[config.mk]
export PLATFORM = sky130hd
export DESIGN_NAME = phi_bus_scheduler
export DESIGN_NICKNAME = d
export VERILOG_FILES = /design/src/rtl/phi_bus_scheduler.sv
export SDC_FILE = /design/constraint.sdc
export NUM_CORES = 1
export LEC_CHECK = 0
export CAP_MARGIN = 10
export CORE_AREA = 2 2 39 41
export CTS_CLUSTER_SIZE = 10
export DETAILED_ROUTE_END_ITERATION = 16
export DIE_AREA = 0 0 41 43
export PLACE_DENSITY = 0.69
export SETUP_SLACK_MARGIN = 0.1
export SKIP_LAST_GASP = 1
export SYNTH_ARGS = -nofsm -noshare
export SYNTH_HDL_FRONTEND = slang
export SYNTH_SLANG_ARGS = --single-unit
[constraint.sdc]
create_clock -name clk -period 2 [get_ports clk]
set_input_delay 0.4 -clock clk [delete_from_list [all_inputs] [get_ports clk]]
set_output_delay 0.4 -clock clk [all_outputs]
set_load 0.1 [all_outputs]
[src/rtl/phi_bus_scheduler.sv]
// Phi clock generator with a phi-low memory-slot arbiter for the disk engine (req[0]) and host port (req[1]).
// Optional feature macro: CLK_STRETCH_EN adds the stretch input that extends the phi-high phase.
module phi_bus_scheduler #(
    parameter int HALF_CYC = 8
) (
    input  logic       clk,
    input  logic       rst_n,
    input  logic [1:0] req,
`ifdef CLK_STRETCH_EN
    input  logic       stretch,
`endif
    output logic       phi_0,
    output logic       phi_2,
    output logic       cpu_slot,
    output logic [1:0] grant,
    output logic       slot_start
);

    typedef enum logic {
        PH_LOW  = 1'b0,
        PH_HIGH = 1'b1
    } phase_e;

    localparam logic [7:0] CNT_LAST = 8'(HALF_CYC - 1);

    phase_e     state_q, state_d;
    logic [7:0] cnt_q, cnt_d;
    logic       phi_0_q, phi_0_d;
    logic       phi_2_q, phi_2_d;
    logic [1:0] grant_q, grant_d;
    logic       slot_start_q, slot_start_d;
    // rr_ptr_q = 1 means bit 1 wins the next tie; reset favours bit 0.
    logic       rr_ptr_q, rr_ptr_d;

    logic       cnt_last;
    logic       hold;
    logic [1:0] arb_grant;

    assign cnt_last = (cnt_q == CNT_LAST);

`ifdef CLK_STRETCH_EN
    assign hold = stretch && (state_q == PH_HIGH) && cnt_last;
`else
    assign hold = 1'b0;
`endif

    always_comb begin
        arb_grant = 2'b00;
        unique case (req)
            2'b01:   arb_grant = 2'b01;
            2'b10:   arb_grant = 2'b10;
            2'b11:   arb_grant = rr_ptr_q ? 2'b10 : 2'b01;
            default: arb_grant = 2'b00;
        endcase
    end

    always_comb begin
        state_d      = state_q;
        cnt_d        = cnt_q + 8'd1;
        grant_d      = grant_q;
        slot_start_d = 1'b0;
        rr_ptr_d     = rr_ptr_q;
        if (hold) begin
            cnt_d = cnt_q;
        end else if (cnt_last) begin
            cnt_d = 8'd0;
            if (state_q == PH_HIGH) begin
                state_d      = PH_LOW;
                grant_d      = arb_grant;
                slot_start_d = 1'b1;
                // The loser of this slot is favoured next; an empty slot leaves the pointer alone.
                if (arb_grant != 2'b00) begin
                    rr_ptr_d = arb_grant[0];
                end
            end else begin
                state_d = PH_HIGH;
                grant_d = 2'b00;
            end
        end
        phi_0_d = (state_d == PH_HIGH);
        phi_2_d = phi_0_q;
    end

    always_ff @(posedge clk or negedge rst_n) begin
        if (!rst_n) begin
            state_q      <= PH_LOW;
            cnt_q        <= 8'd0;
            phi_0_q      <= 1'b0;
            phi_2_q      <= 1'b0;
            grant_q      <= 2'b00;
            slot_start_q <= 1'b0;
            rr_ptr_q     <= 1'b0;
        end else begin
            state_q      <= state_d;
            cnt_q        <= cnt_d;
            phi_0_q      <= phi_0_d;
            phi_2_q      <= phi_2_d;
            grant_q      <= grant_d;
            slot_start_q <= slot_start_d;
            rr_ptr_q     <= rr_ptr_d;
        end
    end

    assign phi_0      = phi_0_q;
    assign phi_2      = phi_2_q;
    assign cpu_slot   = phi_0_q;
    assign grant      = grant_q;
    assign slot_start = slot_start_q;

endmodule

# Yosys cells after proc, flatten, opt, wreduce, memory -nomap -nowiden
# Index checks and enable logic that the tools add are counted.
# totals
ff_bits	14
in_bits	4
word_cells	20
# op_classes
n_addsub	1
n_eq_ne	4
n_mux	7
reduce_logical	2
# op_table
op	n
8-bit by 1-bit adder with 8-bit output (second input constant)	1
8-bit by 3-bit equality test with 1-bit output (second input constant)	1
8-bit 2-to-1 mux	1
2-bit one-hot mux with 3 select lines	1
2-bit equality test (second input constant)	2
2-bit 2-to-1 mux	2
1-bit 2-to-1 mux	3
3-bit AND reduction	1
2-bit by 1-bit equality test with 1-bit output (second input constant)	1
2-bit nonzero test	1

# Logic depth before layout (Yosys ltp)
# Gate-level depths: netlist (run 1).
# depth
ltp_word	4
ltp_mapped	4
mapped_depth_nobuf	4

# Worst setup path after synthesis (run 1)
# OpenSTA, ideal clock, no wires.
# synth_timing
path_kind	reg-to-output
startpoint	reg phi_0_q, in the netlist cpu_slot
endpoint	out phi_0
arrival_time_ns	1.425
required_time_ns	1.600
path_slack_ns	0.175
stages_incl_launch_ff	2
n_path_buf	1
cell_sequence	dfrtp_1 buf_4
# synth_rtl
element	line_no	rtl
from (decl)	28	logic phi_0_q, phi_0_d;
from (signal assigned)	96	phi_0_q <= phi_0_d;
to (decl)	12	output logic phi_0,
# No word-level cell between the ends.

# Final worst setup path (run 1)
# layout_timing
startpoint	reg cnt_q[4]
endpoint	reg grant_q[0], in the netlist grant[0]
# layout_via
elab_chain_cells	1
# layout_rtl
element	line_no	rtl
from (decl)	27	logic [7:0] cnt_q, cnt_d;
from (signal assigned)	95	cnt_q <= cnt_d;
8-bit by 3-bit equality test with 1-bit output	39	assign cnt_last = (cnt_q == CNT_LAST);
to (signal assigned)	98	grant_q <= grant_d;
to (decl)	30	logic [1:0] grant_q, grant_d;
# Every way passes these cells.
# A chain may end at the register's enable or synchronous reset.

==> results.sh, run 1 <==
export IMPL_antenna_cells=0
export IMPL_multiInputGateArea_um2=230
export IMPL_relSlewSlack_pct=60.1
export IMPL_dieHeight_um=43
export IMPL_gp_congestion=0.758
export IMPL_clk_latency_ns=0.27
export IMPL_ys_types=19
export IMPL_clock_skew_ns=0.00261
export IMPL_hpwl_um=693
export IMPL_cap_violations=0
export IMPL_use_met1_pct=17.1
export IMPL_clockRootBuffer="clkbuf_4"
export IMPL_rsz0062_at_grt="no"
export IMPL_fin_cells=72
export IMPL_met2_usage_pct=16.6
export IMPL_path_clk_slew_ns=0.08
export IMPL_timing_rr_end="grant[0]"
export IMPL_p_per_area_nw_per_um2=673
export IMPL_drc_errors=0
export IMPL_setup_tns_final_ns=0
export IMPL_post_cts_setup_buffers=0
export IMPL_worst_setup_path_type="reg -> reg"
export IMPL_fin_crit_ns=1.73
export IMPL_hold_viol=0
export IMPL_routedWlPerCell_um=12.9
export IMPL_whs_ns=0.463
export IMPL_worst_setup_path_start_kind="register"
export IMPL_hold_buffers=0
export IMPL_grt_max_degree=15
export IMPL_top_usage_layer="met1"
export IMPL_dpl_cell_count=69
export IMPL_cts_tree="yes"
export IMPL_cp_startpoint="cnt_q[4]"
export IMPL_vdd_drop_max_mv=0.321
export IMPL_worstRegToRegCells=3
export IMPL_worstHoldPathType="reg -> reg"
export IMPL_die_x_um=41
export IMPL_placedInstanceArea_um2=704
export IMPL_tightestPinTransition_ns=0.596
export IMPL_endpoint="grant[0]"
export IMPL_rows=14
export IMPL_r2r_start="cnt_q[4]"
export IMPL_worstPathArrival_ns=1.89
export IMPL_drt_initial_drc_count=2
export IMPL_areaGrowthSynthToFinish_pct=22.8
export IMPL_ant_nets=0
export IMPL_regToRegSetupSlack_ns=0.27
export IMPL_fin_crit_sh_pct=86.5
export IMPL_gr_usage_met3_pct=4.71
export IMPL_core_um2=1380
export IMPL_synth_area_um2=592
export IMPL_antenna_found_initial=0
export IMPL_cp_required_ns=2.16
export IMPL_crit_path_end_kind="register"
export IMPL_io_pins=10
export IMPL_die_area_um2=1760
export IMPL_routed_wirelength_um=928
export IMPL_finalMaxSlewViolations=0
export IMPL_ys_warn_count=0
export IMPL_final_fill_count=127
export IMPL_fin_nets=63
export IMPL_avgSynthCellArea_um2=13.2
export IMPL_grt_pass1_vias=348
export IMPL_synth_seq_cells=14
export IMPL_fmax_mhz=578
export IMPL_cp_max_fo=8
export IMPL_grt_usage_pct=12.4
export IMPL_slowest_delay_ns=0.56
export IMPL_port_buffers=9
export IMPL_cp_cell_sequence="or4_4 > nor3_4 > mux2_4"
export IMPL_viasPerCell=5.00
export IMPL_yosysSeqAreaShare_pct=59.2
export IMPL_grt_overflow=0
export IMPL_dr_pass1_iters=2
export IMPL_synth_cells=45
export IMPL_vias=360
export IMPL_htreeDepth=1
export IMPL_cts_resized=0
export IMPL_seq_area_um2=350
export IMPL_drive_gt1_share_pct=28.6
export IMPL_cts_path_max_buffers=2
export IMPL_clkSinkCount=14
export IMPL_final_area_um2=727
export IMPL_initial_core_util_pct=42.8
export IMPL_status="complete, no violations"
export IMPL_grt_pass1_wl_um=1460
export IMPL_cpMaxStageDelayCell="or4_4"
export IMPL_cellLeakagePower_nw=0.343
export IMPL_setup_viol=0
export IMPL_synth_fp_nets=50
export IMPL_cts_buffers=3
power by group:
part           switching, mW  internal, mW
Clock                 0.0823        0.0697
Sequential           0.00355         0.288
Combinational         0.0314        0.0148
Total                  0.117         0.372
registers in the layout, summed over array words and instances (netlist names):
signal / count
slot_start: 1
phi_2: 1
cpu_slot: 1
cnt_q: 8
grant: 2
rr_ptr_q: 1
cell usage in the layout (no fill, tap or decap), drive strengths merged:
| master | instances |
|---|---|
| ha | 1 |
| o41a | 1 |
| clkbuf | 3 |
| dfrtp | 14 |
| nor2 | 2 |
| and3 | 2 |
| nand3 | 4 |
| or4 | 1 |
| clkdlybuf4s50 | 3 |
| buf | 6 |
| nand2 | 3 |
| xnor2 | 5 |
| inv | 1 |
| mux2 | 2 |
| a41oi | 1 |
| and2b | 1 |
| nor3 | 1 |
| xor2 | 2 |
| and2 | 1 |
| a21oi | 2 |
kinds of logic after synthesis:
family	after synthesis	share of synthesized area (%)
and+or+nand+nor	15	16.3
DFF	14	59.2
xor gates and xnor gates	7	10.4
AOI/OAI and AO/OA	4	5.07
buffers and inverters	2	1.90
muxes	2	5.07
adders and majority gates	1	2.11
layer usage:
layer	wire [um]	vias up	part of all wire (%)
li1	-	182	-
met1	454	169	49
met2	432	7	47
met3	25	2	2.7
met4	16	0	1.7
met5	0	-	0
cell type report:
cell class | count | area share (%)
inverters | 1 | 0.516
clock buffers | 3 | 3.10
flip-flops and latches | 14 | 48.2
multi-input cells | 29 | 31.7
well taps | 16 | 2.75
repair buffers | 9 | 13.8
critical path: cells and delay by family, from the launching register on:
family	cells	cell delay (ns)
flip-flops	1	0.42
multiplexers	1	0.33
AND/OR/NAND/NOR	2	0.87
through the flow:
stage          util [%]  power (mW)  worst slack [ns]
2_1_floorplan         -       0.325             0.175
3_5_place_dp       50.9       0.344             0.264
5_1_grt            52.5       0.511             0.205
4_1_cts            52.5       0.495             0.254
6_report           52.5       0.489             0.271
3_3_place_gp       50.9       0.343             0.309
how the worst min path moves through the flow:
stage	start	endpoint	slack [ns]	cells after the start
after floorplan	rst_n	cnt_q[0]	0.10	0
after global placement	cnt_q[0]	cnt_q[0]	0.44	1
after detailed placement	cnt_q[0]	cnt_q[0]	0.46	1
after CTS	cnt_q[0]	cnt_q[0]	0.47	1
after global routing	cnt_q[0]	cnt_q[0]	0.49	1
final	cnt_q[0]	cnt_q[0]	0.46	1
synth_stat cells:
cell      n  share of area [%]
xnor2_1   5                7.4
nor3_4    1                2.7
and2b_2   1                1.5
or4_4     1                1.9
nor2_1    2                1.3
xor2_1    2                3.0
inv_1     1               0.63
o41a_1    1                1.9
nand2_1   3                1.9
and2_2    1                1.3
buf_4     1                1.3
ha_1      1                2.1
a21oi_1   2                1.7
and3_1    1                1.1
dfrtp_1  14                 59
mux2_4    2                5.1
nand3_1   4                3.4
and3_2    1                1.3
a41oi_1   1                1.5
Power figures use the tool's default switching activity.
==> inputs of run 2 (changes only) <==
- MAX_ROUTING_LAYER: default -> met4
==> results of run 2 <==
The final DEF is identical to that of run 1; final timing and power are the same.
Among the figures that moved: final weighted congestion in routability-driven placement 0.758 -> 0.768; via count of the first global-routing pass 348 -> 347; overall routing resource usage 12.4% -> 12.7%
==> inputs of run 3 (changes only) <==
- clock period: 2 -> 1.8 ns (I/O delays scaled with it)
==> run 3 against run 2 <==
  * Wire length up 12%
  * Sequential share of layout area down 5.6 points
  * Global-route usage up 2.8 points
  * Clock skew down 0.0018 ns
  * Sequential power up 12%
  * Critical path type unchanged
  * Critical endpoint unchanged
  * Largest power group unchanged
==> results.sh, run 3 (synthesis results as in run 1) <==
export IMPL_seqPwrFrac_pct=53.4
export IMPL_gp_congestion=0.770
export IMPL_cellLeakagePower_nw=0.384
export IMPL_place_ws_ns=0.140
export IMPL_cp_required_ns=1.97
export IMPL_path_clk_slew_ns=0.08
export IMPL_final_cell_mix="dfrtp_1, buf_12, xnor2_1"
export IMPL_slowest_delay_ns=0.56
export IMPL_cpMaxStageDelayCell="or4_4"
export IMPL_setup_slack_ns=0.0975
export IMPL_dr_pass1_iters=4
export IMPL_clkSinkCount=14
export IMPL_r2r_start="cnt_q[7]"
export IMPL_drt_initial_drc_count=11
export IMPL_layout_commonest_cell="dfrtp_1"
export IMPL_cts_path_max_buffers=2
export IMPL_viasPerCell=4.90
export IMPL_vdd_drop_max_mv=0.418
export IMPL_ant_nets=0
export IMPL_worst_setup_path_type="reg -> reg"
export IMPL_drc_errors=0
export IMPL_worstPathArrival_ns=1.87
export IMPL_cp_max_fo=5
export IMPL_whs_ns=0.387
export IMPL_cp_top_family="simple AND/OR/NAND/NOR gates"
export IMPL_p_sw_share_pct=23.0
export IMPL_routed_wirelength_um=1040
export IMPL_clockRootBuffer="clkbuf_4"
export IMPL_worstRegToRegCells=3
export IMPL_fmax_mhz=587
export IMPL_clk_latency_ns=0.27
export IMPL_timing_rr_end="grant[0]"
export IMPL_vias=377
export IMPL_p_int_uw=468
export IMPL_core_um2=1380
export IMPL_port_buffers=9
export IMPL_crit_path_end_kind="register"
export IMPL_regToRegSetupSlack_ns=0.1
export IMPL_clock_skew_ns=0.000776
export IMPL_tightestPinTransition_ns=0.292
export IMPL_hpwl_um=728
export IMPL_drive_gt1_share_pct=36.1
export IMPL_cts_tree="yes"
export IMPL_die_x_um=41
export IMPL_antenna_cells=0
export IMPL_initial_core_util_pct=42.8
export IMPL_cp_cell_sequence="or4_4 > nor3_4 > mux2_4"
export IMPL_p_clk_share_pct=36.4
export IMPL_fin_nets=67
export IMPL_combPwrFrac_pct=10.1
export IMPL_hold_viol=0
export IMPL_dieHeight_um=43
export IMPL_grt_usage_pct=15.5
export IMPL_rows=14
export IMPL_grt_overflow=0
export IMPL_areaGrowthSynthToFinish_pct=39.5
export IMPL_routedWlPerCell_um=13.5
export IMPL_fin_crit_sh_pct=94.6
export IMPL_setup_viol=0
export IMPL_rsz0062_at_grt="yes"
export IMPL_p_per_area_nw_per_um2=737
export IMPL_postLayoutCoreUtil_pct=59.7
export IMPL_worst_setup_path_start_kind="register"
export IMPL_die_area_um2=1760
export IMPL_worstHoldPathType="in -> async"
export IMPL_path_buf_inv=0
export IMPL_htreeDepth=1
export IMPL_p_switching_uw=140
export IMPL_fin_crit_ns=1.70
export IMPL_io_pins=10
export IMPL_grt_max_degree=15
export IMPL_largest_register="cnt_q"
export IMPL_cap_violations=0
export IMPL_largest_register_ffs=8
export IMPL_relSlewSlack_pct=80.5
export IMPL_antenna_found_initial=0
export IMPL_grt_pass1_vias=410
export IMPL_finalMaxSlewViolations=0
export IMPL_grt_pass1_wl_um=1750
export IMPL_hold_buffers=0
export IMPL_setup_tns_final_ns=0
export IMPL_cts_buffers=3
export IMPL_status="complete, no violations"
## run 3: power groups by stage
stage          Combinational [mW]  Sequential (mW)  Clock [mW]
4_1_cts                    0.0626            0.325       0.229
6_report                   0.0617            0.325       0.222
3_5_place_dp               0.0626            0.331           0
2_1_floorplan             0.00898            0.352           0
3_3_place_gp               0.0617            0.331           0
5_1_grt                    0.0652            0.326       0.245
## run 3: worst max path at each step
stage,cells past startpoint,from,to,slack (ns)
2_1_floorplan,3,cnt_q[4],grant[0],0.15
3_5_place_dp,4,cnt_q[4],rr_ptr_q,0.14
6_report,3,cnt_q[7],grant[0],0.1
5_1_grt,3,cnt_q[5],grant[0],0.04
4_1_cts,4,cnt_q[4],rr_ptr_q,0.13
3_3_place_gp,4,cnt_q[4],rr_ptr_q,0.19
## run 3: area by class of cell
| class | instances | area, um2 |
|---|---|---|
| inverters | 1 | 3.75 |
| well taps | 16 | 20.0 |
| repair buffers | 13 | 184 |
| clock buffers | 4 | 36.3 |
| fillers | 104 | 558 |
| flip-flops and latches | 14 | 352 |
| multi-input cells | 29 | 230 |
## run 3: per-stage QoR
| stage | power, mW | instance area (um2) | cells |
|---|---|---|---|
| 6_report | 0.609 | 826 | 77 |
| 5_1_grt | 0.636 | 826 | 77 |
| 4_1_cts | 0.617 | 807 | 75 |
| 3_5_place_dp | 0.394 | 771 | 71 |
| 3_3_place_gp | 0.393 | 771 | 71 |
| 2_1_floorplan | 0.361 | 593 | 45 |
## run 3: metal layers
layer / global-route usage (%) / part of all wire (%) / routed length [um] / vias up
met4: 8.00 / 0 / 0 / 0
met2: 22.5 / 48 / 504 / 7
met5: - / 0 / 0 / -
met3: 3.14 / 2.3 / 24 / 0
li1: - / - / - / 187
met1: 19.9 / 49 / 514 / 183
## run 3: timing repair
action,CTS,global route
setup endpoints to repair,0,4
gates resized for setup,0,1
setup buffers,0,2
